File: src/rtl/core_mdu.sv
// rtl/core_mdu.sv - RV32M iterative multiply/divide unit with valid-ready handshake
module core_mdu #(
  parameter int XLEN = 32
) (
  input  logic            clk,
  input  logic            rst_n,
  input  logic            flush,
  input  logic            req_valid,
  output logic            req_ready,
  input  logic [2:0]      mdusel,
  input  logic [XLEN-1:0] op1,
  input  logic [XLEN-1:0] op2,
  output logic            resp_valid,
  input  logic            resp_ready,
  output logic [XLEN-1:0] result
);

  localparam int CW = $clog2(XLEN);

  localparam logic [1:0] S_IDLE = 2'd0;
  localparam logic [1:0] S_CALC = 2'd1;
  localparam logic [1:0] S_FIX  = 2'd2;
  localparam logic [1:0] S_DONE = 2'd3;

  localparam logic [XLEN-1:0] MIN_NEG = {1'b1, {(XLEN-1){1'b0}}};

  logic [1:0]      state;
  logic [CW-1:0]   cnt;
  logic [2:0]      sel_q;
  logic            sign1;
  logic            sign2;
  // acc: product high half / partial remainder
  // lo : multiplier, shifting out / dividend shifting into quotient
  // opb: multiplicand magnitude / divisor magnitude
  logic [XLEN-1:0] acc;
  logic [XLEN-1:0] lo;
  logic [XLEN-1:0] opb;

  logic            accept;
  logic            is_div;
  logic            s1_use;
  logic            s2_use;
  logic            neg1;
  logic            neg2;
  logic [XLEN-1:0] mag1;
  logic [XLEN-1:0] mag2;
  logic            div_zero;
  logic            div_ovf;
  logic [XLEN-1:0] fast_res;

  logic [XLEN:0]   mul_sum;
  logic [XLEN:0]   div_shift;
  logic [XLEN:0]   div_diff;
  logic            div_ge;
  logic [XLEN-1:0] acc_step;
  logic [XLEN-1:0] lo_step;

  logic [2*XLEN-1:0] prod;
  logic [2*XLEN-1:0] prod_s;
  logic [XLEN-1:0]   quo_s;
  logic [XLEN-1:0]   rem_s;
  logic [XLEN-1:0]   fix_res;

  assign req_ready  = (state == S_IDLE);
  assign resp_valid = (state == S_DONE);
  assign accept     = req_ready && req_valid && !flush;

  // Operand decode: which operands are viewed as signed, and their magnitudes
  assign is_div = mdusel[2];
  assign s1_use = (mdusel == 3'b001) || (mdusel == 3'b010) ||
                  (mdusel == 3'b100) || (mdusel == 3'b110);
  assign s2_use = (mdusel == 3'b001) || (mdusel == 3'b100) || (mdusel == 3'b110);
  assign neg1   = s1_use && op1[XLEN-1];
  assign neg2   = s2_use && op2[XLEN-1];
  assign mag1   = neg1 ? (~op1 + 1'b1) : op1;
  assign mag2   = neg2 ? (~op2 + 1'b1) : op2;

  // Fast path: division by zero and the single signed-overflow case
  assign div_zero = is_div && (op2 == '0);
  assign div_ovf  = ((mdusel == 3'b100) || (mdusel == 3'b110)) &&
                    (op1 == MIN_NEG) && (op2 == '1);
  assign fast_res = div_zero ? (mdusel[1] ? op1 : '1)
                             : (mdusel[1] ? '0 : op1);

  // Multiply step: conditional add into the high half, then shift the pair right
  assign mul_sum = {1'b0, acc} + (lo[0] ? {1'b0, opb} : '0);

  // Divide step: shift {rem, dividend} left and trial-subtract the divisor;
  // a set top bit of the shifted remainder already means it exceeds the divisor
  assign div_shift = {acc, lo[XLEN-1]};
  assign div_diff  = div_shift - {1'b0, opb};
  assign div_ge    = div_shift[XLEN] || !div_diff[XLEN];

  assign acc_step = sel_q[2] ? (div_ge ? div_diff[XLEN-1:0] : div_shift[XLEN-1:0])
                             : mul_sum[XLEN:1];
  assign lo_step  = sel_q[2] ? {lo[XLEN-2:0], div_ge}
                             : {mul_sum[0], lo[XLEN-1:1]};

  // Sign correction and result selection
  assign prod    = {acc, lo};
  assign prod_s  = (sign1 ^ sign2) ? (~prod + 1'b1) : prod;
  assign quo_s   = (sign1 ^ sign2) ? (~lo + 1'b1) : lo;
  assign rem_s   = sign1 ? (~acc + 1'b1) : acc;
  assign fix_res = sel_q[2] ? (sel_q[1] ? rem_s : quo_s)
                            : ((sel_q[1:0] == 2'b00) ? prod_s[XLEN-1:0]
                                                     : prod_s[2*XLEN-1:XLEN]);

  // Control FSM and iteration counter
  always_ff @(posedge clk or negedge rst_n) begin
    if (!rst_n) begin
      state <= S_IDLE;
      cnt   <= '0;
    end else if (flush) begin
      state <= S_IDLE;
    end else begin
      case (state)
        S_IDLE: begin
          if (accept) begin
            if (div_zero || div_ovf) begin
              state <= S_DONE;
            end else begin
              state <= S_CALC;
              cnt   <= CW'(XLEN - 1);
            end
          end
        end
        S_CALC: begin
          if (cnt == '0) begin
            state <= S_FIX;
          end else begin
            cnt <= cnt - 1'b1;
          end
        end
        S_FIX: state <= S_DONE;
        S_DONE: begin
          if (resp_ready) begin
            state <= S_IDLE;
          end
        end
        default: state <= S_IDLE;
      endcase
    end
  end

  // Shared datapath registers and the registered result
  always_ff @(posedge clk or negedge rst_n) begin
    if (!rst_n) begin
      sel_q  <= '0;
      sign1  <= 1'b0;
      sign2  <= 1'b0;
      acc    <= '0;
      lo     <= '0;
      opb    <= '0;
      result <= '0;
    end else if (!flush) begin
      if (accept) begin
        sel_q <= mdusel;
        sign1 <= neg1;
        sign2 <= neg2;
        acc   <= '0;
        lo    <= is_div ? mag1 : mag2;
        opb   <= is_div ? mag2 : mag1;
        if (div_zero || div_ovf) begin
          result <= fast_res;
        end
      end else if (state == S_CALC) begin
        acc <= acc_step;
        lo  <= lo_step;
      end else if (state == S_FIX) begin
        result <= fix_res;
      end
    end
  end

endmodule

File: config.mk
export PLATFORM = sky130hd
export DESIGN_NAME = core_mdu
export DESIGN_NICKNAME = d
export VERILOG_FILES = /design/src/rtl/core_mdu.sv
export SDC_FILE = /design/constraint.sdc
export NUM_CORES = 1
export LEC_CHECK = 0
export CORE_MARGIN = 4
export CORE_UTILIZATION = 62
export DETAILED_ROUTE_END_ITERATION = 16
export PLACE_DENSITY = 0.83
export SETUP_SLACK_MARGIN = 0.05
export SYNTH_ARGS = -nofsm -noshare
export SYNTH_HDL_FRONTEND = slang
export SYNTH_SLANG_ARGS = --single-unit
export TNS_END_PERCENT = 10
File: constraint.sdc
create_clock -name clk -period 3.9 [get_ports clk]
set_input_delay 0.39 -clock clk [delete_from_list [all_inputs] [get_ports clk]]
set_output_delay 0.39 -clock clk [all_outputs]
set_load 0.02 [all_outputs]
==> results by group, run 1 <==
Timing
  • Setup Viol. Count Final: 0
  • RSZ-0062 raised after global routing: true
  • Setup TNS Final: 0 ps
  • Final Max Tran Viols: 0
  • Fin. Hold Viols: 0
  • Tcrit/Tclk final: 0.960
  • Maximum clock rate: 0.267 GHz
  • Normalized max-slew margin: 0.333
  • Final min period: 3740 ps
  • Worst Tran Pin Value: slightly below 1000 ps
  • Clock skew: between 15 and 20 ps

GRT
  • Vias in the first global route: 15600
  • Initial antenna violation count: 2
  • Global route overflow: 0
  • Largest net degree at the start of global routing: around 110
  • Gr usage total: 0.395
  • Global-route wire length before repair: 87.6 mm

Clocking
  • Setup repair bufs after CTS: 0
  • # H-tree levels: 4
  • CTS Hold Bufs: 0
  • Total CTS buffers: 17
  • Clock slew at reported path FFs: roughly 70 ps
  • Sink Count: between 100 and 150
  • Worst-skew pair later-pin latency: ~450 ps
  • Clock root buffer: clkbuf_16
  • CTS tree: done
  • Clk buf depth: 2

Drt
  • DRT iter0 DRCs: 2304
  • First-pass DRT Iterations: 6
  • Routed vias/inst: between 6 and 7
  • DR WL/cell: roughly 23 microns
  • Metal3 WL: approximately 7 mm
  • Wl on met1: between 20 and 25 mm
  • DRC: 0
  • Top Metal Used: met5
  • Detail Route Antenna Nets: 0
  • Routed wl met2: 24.1 mm
  • DR vias: 16800
  • Total wire length: 56.7 mm

Floorplanning
  • Core Area: 0.0244 sq mm
  • Die area: 0.0274 sq mm
  • I/O pins: around 110
  • Initial core utilization: 0.632
  • # rows: between 50 and 60
  • Die H: 166 microns
  • Die X: roughly 170 microns

Critical path
  • Startpoint Class: register
  • Worst Path Class, Setup: reg -> reg
  • Maximum net fanout on the critical path: 6
  • Worst reg2reg path depth: 15
  • Req. time, crit path: between 4000 and 5000 ps
  • Crit path DAT: 4080 ps
  • Critical path capture point type: register

Yosys
  • Synth Warn #: 0
  • Post-synth EDFFs: 0
  • Syn nets: 2239
  • Gate Count Post-Synth: around 2100
  • Seq/Total Area, Yosys: 0.227
  • Ys flop type: dfrtp_1
  • Seq cells post-synth: 140
  • Netlist cell types: 86
  • Mapped Area: about 0.015 sq mm
  • Synth async-reset ratio: 1.00
  • Syn_area_per_cell: ~7.4 sq um

Cells and area
  • P&R area growth vs syn: 13.5%
  • Design Area, Final: between 0.015 and 0.02 sq mm
  • Nets: 2288
  • Commonest non-fill, non-tap cell in the layout: nor2_1
  • Share of cells above drive strength 1: 0.0762
  • Diode count: 0
  • Fin util: 0.717
  • Commonest cells after routing, fill and taps aside: nor2_1, a21oi_1, nand2_1

Place
  • Placer Congestion: between 1 and 1.5
  • Detailed placement HPWL: approximately 43 mm
  • # port buffers: between 100 and 150
  • Placed Area: 0.0169 sq mm

Power
  • Design Power: about 17 mW
  • Pleak: between 7 and 8 nW
  • Max IR drop VDD: roughly 0.47 mV
  • PwrDens: 957 mW/mm^2

Job
  • Max-cap violations: 0

Outcome
  • Status: finished, final reports clean

Min path
  • Worst hold path class: in -> async
critical path, stage by stage (launching register included):
cell	delay, ps
dfrtp_1	390
buf_4	160
and2_1	130
ha_1	200
inv_1	80
fa_1	170
nand2b_1	140
a21oi_1	80
a211oi_2	350
and3b_1	240
or4b_1	510
a31oi_1	310
o21ai_1	170
a221oi_2	290
xnor2_1	100
a221o_1	320
registers in the layout, indices dropped and copies added (netlist names):
name    flops
sign1       1
state       2
acc        32
sign2       1
opb        32
result     32
cnt         5
sel_q       3
lo         32
what timing repair did:
item / CTS / global route
setup endpoints to repair: 0 / 2
endpoints found under the hold margin: 0 / 0
gates resized for setup: 0 / 1
final cells by class:
cell class                 count  area, sq um
clock buffer                  18          439
tap                          324          405
timing repair buffer         174         1620
multi-input combinational   1735        11100
inverter                      71          267
sequential                   140         3500
fill                        2109         6910
clock inverter                14          128
final timing paths:
kind | startpoint | to | slack, ps
worst max-delay path | lo[0] | acc[23] | 160
worst min-delay path | rst_n | result[24] | 50
worst max register to register | lo[0] | acc[23] | 160
worst min register to register | result[24] | result[24] | 480
max in group asynchronous | rst_n | lo[6] | 3020
min in group clk | result[24] | result[24] | 480
stage by stage:
stage                     setup WS [ps]  instances  hold slack [ps]
after floorplan                     418       2090             94.4
after global placement              292       2444              455
after detailed placement            216       2444              470
after CTS                           234       2476             92.5
after global routing               17.2       2476              114
final                               156       2476             50.1
cells by family (layout without fill, tap and decap cells):
| kind of cell | Yosys count | count (layout) | synth area share |
|---|---|---|---|
| XOR/XNOR | 196 | 196 | 0.111 |
| flip-flops | 140 | 140 | 0.227 |
| AND/OR/NAND/NOR | 686 | 686 | 0.214 |
| adder cells (fa/ha/maj) | 96 | 96 | 0.0759 |
| AO/OA/AOI/OAI | 704 | 704 | 0.282 |
| multiplexers | 53 | 53 | 0.0349 |
| buffers and inverters | 215 | 277 | 0.0541 |
cells in the mapped netlist, drive strengths merged (22+ instances only):
library cell	n	area, sq um
a211oi	24	190
a21o	32	240
a21oi	232	1160
a31oi	26	163
buf	23	113
clkbuf	121	454
dfrtp	140	3500
ha	75	938
inv	70	263
mux2i	47	470
nand2	190	713
nand2b	27	184
nand3	23	120
nand4	24	150
nor2	251	942
nor3	52	270
o21ai	205	1030
o31ai	28	220
or3	22	158
xnor2	90	788
xor2	106	928
report_power, final:
part	internal, mW	total [mW]	switching [mW]
registers	2.06	3.08	1.02
clock network	0.859	1.64	0.785
logic	4.60	12.0	7.41
total	7.51	16.7	9.22
per-layer routing:
metal | vias up | GRT usage
met5 | - | 0
met3 | 213 | 0.111
met2 | 1120 | 0.595
met1 | 7827 | 0.527
li1 | 7630 | -
met4 | 4 | 0.181
Power figures use the tool's default switching activity.
==> run 2: changes to the inputs <==
- CORE_ASPECT_RATIO: not set -> 1.1
==> results by group, run 2 (synthesis results as in run 1) <==
Clocking
  • Clock slew at reported path FFs: ~70 ps
  • Worst-skew pair later-pin latency: 450 ps
  • # H-tree levels: 4
  • CTS tree: done
  • Sink Count: 140
  • Clock root buffer: clkbuf_16
  • Clk buf depth: 2
  • Total CTS buffers: 17

Timing
  • RSZ-0062 raised after global routing: true
  • Normalized max-slew margin: 0.285
  • Setup TNS Final: 0 ps
  • Final min period: 3730 ps
  • Maximum clock rate: ~0.27 GHz
  • Setup Viol. Count Final: 0
  • Worst Tran Pin Value: 1070 ps
  • Hold Slack: just under 500 ps
  • Tcrit/Tclk final: 0.957
  • Clock skew: 16.1 ps
  • Final Max Tran Viols: 0
  • Fin. Hold Viols: 0

Place
  • # port buffers: ~110
  • Detailed placement HPWL: about 43 mm
  • Placer Congestion: ~1.0

GRT
  • Vias in the first global route: ~15000
  • Gr usage total: 0.388
  • Global route overflow: 0
  • Met2 demand-to-capacity share in global routing: 0.609
  • Met1 Use GR: 0.514
  • Met3 Usage GRT: 0.0677
  • Global-route wire length before repair: ~84 mm
  • Most crowded layer after global routing: met2
  • Largest net degree at the start of global routing: 110
  • Initial antenna violation count: 0

Drt
  • DRT iter0 DRCs: 2051
  • DR WL/cell: about 22 microns
  • DR vias: ~16000
  • Routed vias/inst: 6.63
  • DRC: 0
  • Detail Route Antenna Nets: 0
  • First-pass DRT Iterations: 7
  • Total wire length: around 55 mm

Floorplanning
  • Die area: between 0.02 and 0.03 sq mm
  • Initial core utilization: 0.629
  • I/O pins: approximately 110
  • Die H: 173 microns
  • Die X: 158 microns
  • # rows: 60
  • Core Area: between 0.02 and 0.025 sq mm

Critical path
  • Crit path DAT: 4030 ps
  • Worst Path Class, Setup: reg -> reg
  • Maximum net fanout on the critical path: 18
  • Req. time, crit path: between 4000 and 5000 ps
  • Crit path to: acc[30]
  • Crit path launch: lo[0]
  • Worst r2r dst: acc[30]
  • R2R Path Start: lo[0]
  • Critical path capture point type: register
  • Startpoint Class: register
  • Reg2reg setup slack: between 150 and 200 ps
  • Worst reg2reg path depth: 14

Min path
  • Worst hold path class: in -> async

Power
  • PwrDens: about 960 mW/mm^2
  • Design Power: ~17 mW
  • Pleak: ~7.6 nW
  • Max IR drop VDD: roughly 0.5 mV

Cells and area
  • Diode count: 0
  • Commonest non-fill, non-tap cell in the layout: nor2_1
  • Share of cells above drive strength 1: 0.0818
  • Nets: 2299
  • P&R area growth vs syn: 14.5%
  • Fillers: approximately 2000
  • Commonest cells after routing, fill and taps aside: nor2_1, a21oi_1, nand2_1

Outcome
  • Status: finished, final reports clean

Job
  • Max-cap violations: 0
run 2: changes by cell type in the layout (fill, tap and decap cells not counted), moves of 2 or more:
| cell | delta |
|---|---|
| o21ai_2 | +2 |
| buf_12 | +2 |
| clkinv_8 | +6 |
| inv_8 | -2 |
| buf_4 | +7 |
run 2: layout make-up:
class	instances	area, sq um	area share
clock inverter	15	180	0.0102
clock buffer	17	425	0.0241
timing repair buffer	184	1720	0.0974
multi-input combinational	1736	11200	0.632
sequential	140	3500	0.199
inverter	71	270	0.0153
tap	310	388	0.0220
run 2: worst min-delay path by stage:
| stage | start | end | slack [ps] | depth (start not counted) |
|---|---|---|---|---|
| floorplan | rst_n | acc[0] | 90 | 0 |
| global placement | rst_n | acc[31] | 410 | 1 |
| detailed placement | rst_n | acc[30] | 420 | 1 |
| CTS | result[20] | result[20] | 490 | 2 |
| global route | result[29] | result[29] | 510 | 1 |
| finish | rst_n | acc[30] | 490 | 2 |
run 2: worst max-delay path: stages, from the launching register on:
cell and delay (ps):
dfrtp_1 390, clkinvlp_4 200, buf_4 260, nor2_1 180, ha_1 340, a21o_1 240, a21o_1 180, a21o_1 180
a22oi_1 310, nand3_1 200, a2111oi_0 530, o21bai_1 180, xor2_1 170, a21oi_1 170, a31oi_1 60
run 2: per-layer routing:
| metal | up-vias | routed length [microns] |
|---|---|---|
| met2 | 902 | 25100 |
| met1 | 7679 | 21800 |
| met3 | 151 | 5110 |
| met4 | 0 | 3140 |
| li1 | 7654 | - |
| met5 | - | 0 |
run 2: power breakdown:
part | leakage [nW] | switching [mW] | internal [mW]
Sequential | 1.77 | 0.923 | 2.06
Combinational | 5.51 | 7.56 | 4.71
Clock | 0.289 | 0.810 | 0.863
Total | 7.57 | 9.30 | 7.64
run 2: repair_timing:
item                                    in CTS  in global routing
gates resized for setup                      0                  5
endpoints found under the setup margin       0                  5
hold buffers                                 1                  0
setup buffers                                0                  1
endpoints found under the hold margin       62                  0
run 2: per-stage QoR:
step	setup WS [ps]	instances	utilization	area, sq um
after floorplan	418	2090	-	15400
after global placement	234	2438	0.694	17000
after CTS	202	2471	0.719	17600
after detailed placement	221	2438	0.694	17000
final	168	2473	0.721	17600
after global routing	44.4	2473	0.721	17600
